File: src/rtl/monitor_carga_pkg.sv
// Shared definitions for the critical battery-charge monitor.
// State encodings and the width rule for the summed total.
package monitor_carga_pkg;

  localparam logic [1:0] NORMAL      = 2'd0;
  localparam logic [1:0] SOSPECHA    = 2'd1;
  localparam logic [1:0] CRITICO     = 2'd2;
  localparam logic [1:0] RECUPERANDO = 2'd3;

  // Wide enough that N_BAT full-scale readings never overflow.
  function automatic int ancho_total(input int ancho, input int n_bat);
    int w;
    w = ancho + $clog2(n_bat);
    return (w < ancho + 1) ? ancho + 1 : w;
  endfunction

endpackage

File: src/rtl/monitor_carga_critica_sumador.sv
// Combinational masked adder over N_BAT charge channels.
// Also flags enabled channels that read exactly zero.
module sumador_cargas
  import monitor_carga_pkg::*;
#(
  parameter int N_BAT = 2,
  parameter int ANCHO = 4
) (
  input  logic [N_BAT*ANCHO-1:0]               cargas,
  input  logic [N_BAT-1:0]                     mascara,
  output logic [ancho_total(ANCHO, N_BAT)-1:0] suma,
  output logic [N_BAT-1:0]                     vacias
);

  localparam int AT = ancho_total(ANCHO, N_BAT);

  always_comb begin
    suma   = '0;
    vacias = '0;
    for (int i = 0; i < N_BAT; i++) begin
      if (mascara[i]) begin
        suma      = suma + AT'(cargas[i*ANCHO +: ANCHO]);
        vacias[i] = (cargas[i*ANCHO +: ANCHO] == '0);
      end
    end
  end

endmodule

File: src/rtl/monitor_carga_critica.sv
// Registered battery-charge total with a debounced, hysteretic
// critical warning for the power-management controller.
module monitor_carga_critica
  import monitor_carga_pkg::*;
#(
  parameter int N_BAT       = 2,
  parameter int ANCHO       = 4,
  parameter int UMBRAL_CRIT = 3,
  parameter int UMBRAL_LIB  = 5,
  parameter int N_CONFIRM   = 3
) (
  input  logic                                 clk,
  input  logic                                 rst,
  input  logic                                 muestra_valida,
  input  logic [N_BAT*ANCHO-1:0]               cargas,
  input  logic [N_BAT-1:0]                     mascara_bat,
  output logic [ancho_total(ANCHO, N_BAT)-1:0] carga_total,
  output logic                                 total_valido,
  output logic [N_BAT-1:0]                     bat_descargada,
  output logic                                 advertencia_critica,
  output logic                                 evento_critico,
  output logic [1:0]                           estado
);

  localparam int AT = ancho_total(ANCHO, N_BAT);
  localparam int CW = $clog2(N_CONFIRM + 1);

  localparam logic [AT-1:0] U_CRIT  = AT'(UMBRAL_CRIT);
  localparam logic [AT-1:0] U_LIB   = AT'(UMBRAL_LIB);
  localparam logic [CW-1:0] CNT_FIN = CW'(N_CONFIRM);

  logic [AT-1:0]    suma;
  logic [N_BAT-1:0] vacias;
  logic [CW-1:0]    cnt;
  logic [CW-1:0]    cnt_inc;
  logic [CW-1:0]    cnt_nx;
  logic [1:0]       est_nx;
  logic             entra;
  logic             es_crit;
  logic             es_lib;

  sumador_cargas #(
    .N_BAT (N_BAT),
    .ANCHO (ANCHO)
  ) u_sumador (
    .cargas  (cargas),
    .mascara (mascara_bat),
    .suma    (suma),
    .vacias  (vacias)
  );

  always_ff @(posedge clk or posedge rst) begin
    if (rst) begin
      carga_total    <= '0;
      bat_descargada <= '0;
      total_valido   <= 1'b0;
    end else begin
      total_valido <= muestra_valida;
      if (muestra_valida) begin
        carga_total    <= suma;
        bat_descargada <= vacias;
      end
    end
  end

  assign es_crit = (carga_total <= U_CRIT);
  assign es_lib  = (carga_total >= U_LIB);
  assign cnt_inc = (cnt == CNT_FIN) ? cnt : cnt + CW'(1);

  always_comb begin
    est_nx = estado;
    cnt_nx = cnt;
    entra  = 1'b0;
    unique case (estado)
      NORMAL: begin
        cnt_nx = '0;
        if (es_crit) begin
          if (N_CONFIRM == 1) begin
            est_nx = CRITICO;
            entra  = 1'b1;
          end else begin
            est_nx = SOSPECHA;
            cnt_nx = CW'(1);
          end
        end
      end
      SOSPECHA: begin
        cnt_nx = '0;
        if (!es_crit) begin
          est_nx = NORMAL;
        end else if (cnt_inc == CNT_FIN) begin
          est_nx = CRITICO;
          entra  = 1'b1;
        end else begin
          cnt_nx = cnt_inc;
        end
      end
      CRITICO: begin
        if (es_lib) begin
          if (N_CONFIRM == 1) begin
            est_nx = NORMAL;
            cnt_nx = '0;
          end else begin
            est_nx = RECUPERANDO;
            cnt_nx = CW'(1);
          end
        end
      end
      RECUPERANDO: begin
        cnt_nx = '0;
        if (!es_lib) begin
          // Relapse keeps the warning up and raises no new event.
          est_nx = CRITICO;
        end else if (cnt_inc == CNT_FIN) begin
          est_nx = NORMAL;
        end else begin
          cnt_nx = cnt_inc;
        end
      end
      default: begin
        est_nx = NORMAL;
        cnt_nx = '0;
      end
    endcase
  end

  always_ff @(posedge clk or posedge rst) begin
    if (rst) begin
      estado              <= NORMAL;
      cnt                 <= '0;
      advertencia_critica <= 1'b0;
      evento_critico      <= 1'b0;
    end else if (total_valido) begin
      estado              <= est_nx;
      cnt                 <= cnt_nx;
      advertencia_critica <= est_nx[1];
      evento_critico      <= entra;
    end else begin
      evento_critico <= 1'b0;
    end
  end

endmodule

File: config.mk
export PLATFORM = sky130hd
export DESIGN_NAME = monitor_carga_critica
export DESIGN_NICKNAME = d
export VERILOG_FILES = /design/src/rtl/monitor_carga_pkg.sv /design/src/rtl/monitor_carga_critica_sumador.sv /design/src/rtl/monitor_carga_critica.sv
export SDC_FILE = /design/constraint.sdc
export NUM_CORES = 1
export LEC_CHECK = 0
export ABC_AREA = 1
export CAP_MARGIN = 15
export CORE_MARGIN = 3
export CORE_UTILIZATION = 49
export CTS_BUF_LIST = sky130_fd_sc_hd__clkbuf_16
export DETAILED_ROUTE_END_ITERATION = 10
export HOLD_SLACK_MARGIN = 0.03
export PLACE_DENSITY = 0.91
export SLEW_MARGIN = 40
export SYNTH_ARGS = -nofsm -noshare
export SYNTH_HDL_FRONTEND = slang
export SYNTH_SLANG_ARGS = --single-unit
export TNS_END_PERCENT = 50
File: constraint.sdc
create_clock -name clk -period 2.5 [get_ports clk]
set_clock_uncertainty 0.1 [all_clocks]
set_input_delay 0.25 -clock clk [delete_from_list [all_inputs] [get_ports clk]]
set_output_delay 0.25 -clock clk [all_outputs]
set_load 0.1 [all_outputs]
Yosys cells after proc, flatten, opt, wreduce, memory -nomap -nowiden
Cells that the tools add are included.
- word-level logic and storage cells: 47
- flip-flop bits (word level): 13
- equality and inequality tests: 9
- add/subtract/negate cells: 2
- mux-type cells: 22
- magnitude comparators: 2
- reduce and logical (&&, ||, !) cells: 5
- operators by type and width (operator ; number):
    2-to-1 mux 2 bit ; 11
    one-hot mux 2 bit (4 select lines) ; 2
    == test 2 bit (second input constant) ; 4
    logical NOT 4 bit ; 2
    2-to-1 mux 1 bit ; 7
    inequality test 3 bit (second input constant) ; 2
    adder 4 x 4 -> 5 bit ; 1
    greater-or-equal comparator 5 x 3 -> 1 bit (second input constant) ; 1
    <= comparator 5 x 2 -> 1 bit (second input constant) ; 1
    2-to-1 mux 5 bit ; 1
    AND reduction 5 bit ; 1
    2-to-1 mux 4 bit ; 1
    inequality test 2 bit (second input constant) ; 2
    adder 2 x 1 -> 2 bit (second input constant) ; 1
    == test 2 x 1 -> 1 bit (second input constant) ; 1
    logical NOT 2 bit ; 1
    AND reduction 2 bit ; 1

Logic depth before layout (Yosys ltp)
- depth after elaboration: 7
- mapped depth: 9

Cells and area by module
Synthesis repeated with hierarchy kept, for this count alone.
- cell total of the unflattened synthesis: 114
- area total of the unflattened synthesis: 879.6 um^2
- by module, submodules not included (module ; area each (um^2) ; times used ; cells an instance):
    monitor_carga_critica ; 625.6 ; 1 ; 67
    sumador_cargas ; 254.0 ; 1 ; 47

Worst setup path before layout
Ideal clock, no wire load.
- kind: register to register
- start: reg carga_total[2]
- end: reg estado[0]
- data required time: 2.277 ns
- buffers on the path: 0
- setup time: 0.123 ns
- arrival: 1.723 ns
- cell stages (with the launch flop): 10
- setup slack: 0.554 ns
- cells stage by stage: dfrtp_1 > inv_1 > nand2_1 > nand2_1 > nand2_1 > nand2_2 > nor2_2 > nand2_2 > nand2_1 > nand2_1
- longest elaborated chain between the ends: 3
- elaborated cells between the ends (all ways): 10
- those cells by class: order compare (2); eq/ne (4); mux (3); reduce/logical (1)
- RTL lines (element ; line ; text):
    start: declaration ; monitor_carga_critica.sv:17 ; output logic [ancho_total(ANCHO, N_BAT)-1:0] carga_total,
    start signal: assignment ; monitor_carga_critica.sv:60 ; carga_total <= suma;
    greater-or-equal comparator 5 x 3 -> 1 bit or <= comparator 5 x 2 -> 1 bit (tied branches) ; monitor_carga_critica.sv:67, monitor_carga_critica.sv:66 ;
    inequality test 3 bit (no line) (tied with other cells) ; n/a ;
    AND reduction 5 bit (no line) or one-hot mux 2 bit (4 select lines) (tied branches) ; n/a ;
    end signal: assignment ; monitor_carga_critica.sv:134 ; estado <= est_nx;
    end: declaration ; monitor_carga_critica.sv:22 ; output logic [1:0] estado
Parallel ways exist; a longest one is shown, timed or not.
A chain may end at the register's enable or synchronous reset.

Worst setup path after layout
- start: in mascara_bat[0]
- end: reg carga_total[2]
- longest elaborated chain between the ends: 3
- RTL lines (element ; line ; text):
    start: declaration ; monitor_carga_critica.sv:16 ; input logic [N_BAT-1:0] mascara_bat,
    2-to-1 mux 4 bit (*) ; monitor_carga_critica_sumador.sv:21 ; if (mascara[i]) begin
    adder 4 x 4 -> 5 bit ; monitor_carga_critica_sumador.sv:22 ; suma = suma + AT'(cargas[i*ANCHO +: ANCHO]);
    2-to-1 mux 5 bit (*) ; monitor_carga_critica_sumador.sv:21 ;
Every way passes the cells marked *; elsewhere a longest branch is shown, timed or not.

==> summary.txt <==
Final Hold Viols: 0
CTS buffer count: 3
Final Cell Area: 1130 um2
Total nets after synthesis: 132
Reg-to-Reg Start: estado[1]
CTS Sinks: 13
Avg WL per Cell: 11.8 um
Via density: 5.28
Seq/Total Area, Yosys: 0.391
Non-filler instance count after layout: 156
Post-Synth XOR/XNOR Area: 0
Worst setup path startpoint: mascara_bat[0]
CP endpoint kind: flip-flop
Worst relative slew slack: 0.674
Startpoint types: input port
Worst EP arrival: 1940 ps
CP max FO: 5
Combinational group share of total power: 0.472
Syn Inst Count: 114
Critical path depth in cells: 9
Reg2Reg Depth: 8
Fin util: 0.725
Fin nets: 159
Number of remaining DRC errors: 0
Status: completed
Unrepaired setup endpoints after global routing: no
Post-DP Area: 1050 um2
Clock slew at reported path FFs: 50 ps
Initial Utilization: 0.534
H-tree depth: 1
Worst reg2reg endpoint: estado[0]
Syn. warnings: 0
Post-cts sizing count: 0
Register bit total from synthesis: 13
Final Cycle Share: 0.771
Row Count: 14
Worst VDD drop: 0.550 mV
Max Clk Rate: 519 MHz
Routed Antenna Nets: 0
Leakage: 0.000604 uW
CP Cell Sequence: clkdlybuf4s50_1, nand2_1, inv_1, ha_1, inv_1, fa_1, or2_1, nand3_1, o221ai_1
Clock Power Share: 0.266
Die Span X: 47.2 um
Die Area: 2230 um2
Share of layout cells above drive strength 1: 0.157
Dpl cells: 152
Max stage delay cell, worst path: clkdlybuf4s50_1
Worst path required time: 2510 ps
Largest family of logic cells by synthesized area: simple AND/OR/NAND/NOR gates
R2r setup slk: 1160 ps
Area Growth Syn to Fin: 35.8%
DP HPWL: 1430 um
Post-Route WL: 1840 um
PwrDens: 1020 nW/um2
Post-synthesis simple-gate area fraction: 0.335
Worst hold path class: input port to asynchronous set/reset pin
Post-synthesis cell type count: 23
Post-Syn Area: 832 um2
Sw Ratio: 0.475
Height of the die: 47.2 um
Critical Path Sink: carga_total[2]
Max_cap viols: 0
Worst path bufs/invs: 3
First-pass GRT wire length: 2950 um
Root Buffer: clkbuf_16
Final Max Tran Viols: 0
Power Internal: 604 uW
Vias in the first global route: 783
Clock period minus worst slack: 1930 ps
Portion of netlist area occupied by mux cells: 0
Initial antenna violation count: 0
I/O Buffers: 24
Via Count: 824
DRT iter0 DRCs: 17
Pin count of the biggest net entering global routing: 14
Detailed Routing Iterations Pass 1: 4
Core ar.: 1560 um2
Post-Syn Area per Cell: 7.30 um2
Clock latency on the worst-skew pair: 250 ps
Compound-Gate Fraction of Synth Area: 0.0887
Diodes inserted: 0
CTS tree: done
Setup bufs post-CTS: 0
Post-Synth Adder-Cell Area: 0.0842
Grt ovf: 0
Max Root-Sink Buffers: 2
Setup violations, final: 0
CP delay by family, top: buffers and inverters
Ports: 25
Kind of critical path: input port to flip-flop
Hold-fix buffers, CTS: 0
Total GRT Usage: 0.192
Psw: 546 uW
Seq pwr share: 0.263
Slew @ Worst Pin: 489 ps
Worst hold margin: 234 ps
Cell mode on critical path: inv_1
Delay of the slowest cell on the worst path: 530 ps
Final setup TNS: 0 ps
RD Place Congestion: 0.833
cell type report:
cell class | instances | area [um2]
clock buffers | 3 | 75.1
clock inverters | 1 | 5.00
fillers | 123 | 429
inverters | 19 | 71.3
multi-input cells | 80 | 423
flip-flops and latches | 13 | 325
well taps | 16 | 20.0
repair buffers | 24 | 210
power groups by stage:
stage	Sequential [uW]	Clock [uW]	Combinational [uW]
floorplan	484	0	252
global placement	304	0	532
detailed placement	304	0	541
CTS	302	307	545
global route	309	317	585
finish	302	305	543
registers in the layout, indices dropped and copies added, names as in the netlist:
| register | count |
|---|---|
| carga_total | 5 |
| cnt | 2 |
| bat_descargada | 2 |
| estado | 2 |
| evento_critico | 1 |
| total_valido | 1 |
per-layer routing:
| layer | GRT usage | part of all wire | up-vias |
|---|---|---|---|
| met5 | 0 | 0 | - |
| met1 | 0.171 | 0.39 | 376 |
| li1 | - | - | 418 |
| met4 | 0.0663 | 0.021 | 0 |
| met3 | 0.0575 | 0.041 | 4 |
| met2 | 0.393 | 0.54 | 26 |
cells by family after synthesis:
family                     Yosys count
adders and majority gates            5
and+or+nand+nor                     63
DFF                                 13
AOI/OAI and AO/OA                   12
buffers and inverters               21
Yosys cell counts:
| cell | number | area share |
|---|---|---|
| o221ai_1 | 2 | 0.021 |
| nor3_1 | 1 | 0.0060 |
| nand4_1 | 1 | 0.0075 |
| nor2_1 | 8 | 0.036 |
| buf_4 | 1 | 0.0090 |
| o21ai_1 | 1 | 0.0060 |
| o21ai_0 | 3 | 0.018 |
| or2_1 | 1 | 0.0075 |
| ha_1 | 4 | 0.060 |
| nand2_2 | 2 | 0.015 |
| fa_1 | 1 | 0.024 |
| a21oi_1 | 3 | 0.018 |
| nand4_2 | 1 | 0.015 |
| nand3_1 | 10 | 0.060 |
| inv_1 | 19 | 0.086 |
| clkbuf_2 | 1 | 0.0060 |
| nor4_1 | 1 | 0.0075 |
| o22ai_1 | 1 | 0.0075 |
| o31ai_1 | 1 | 0.0090 |
| nor2_2 | 3 | 0.023 |
| o211ai_1 | 1 | 0.0090 |
| dfrtp_1 | 13 | 0.39 |
| nand2_1 | 35 | 0.16 |
stage by stage:
stage | worst slack [ps] | total power, uW
final | 572 | 1150
after global routing | 465 | 1210
after CTS | 584 | 1150
after detailed placement | 341 | 845
after global placement | 374 | 836
after floorplan | 554 | 736
worst min-delay path by stage:
stage,from,to,slack [ps],cells after the start
after floorplan,rst,bat_descargada[0],30,1
after global placement,bat_descargada[1],bat_descargada[1],370,2
after detailed placement,bat_descargada[0],bat_descargada[0],370,2
after CTS,rst,carga_total[1],250,2
after global routing,rst,total_valido,290,2
final,rst,carga_total[1],230,2
layout by cell type, fill, tap and decap left out, types with 2 or more instances in the layout:
master | netlist | layout
clkbuf_16 | 0 | 3
a21oi_1 | 3 | 3
ha_1 | 4 | 4
inv_1 | 19 | 19
o21ai_0 | 3 | 3
dfrtp_1 | 13 | 13
o221ai_1 | 2 | 2
nand3_1 | 10 | 10
nor2_2 | 3 | 3
buf_4 | 1 | 12
nand2_2 | 2 | 2
nor2_1 | 8 | 8
nand2_1 | 35 | 35
clkdlybuf4s50_1 | 0 | 12
Power figures use the tool's default switching activity.
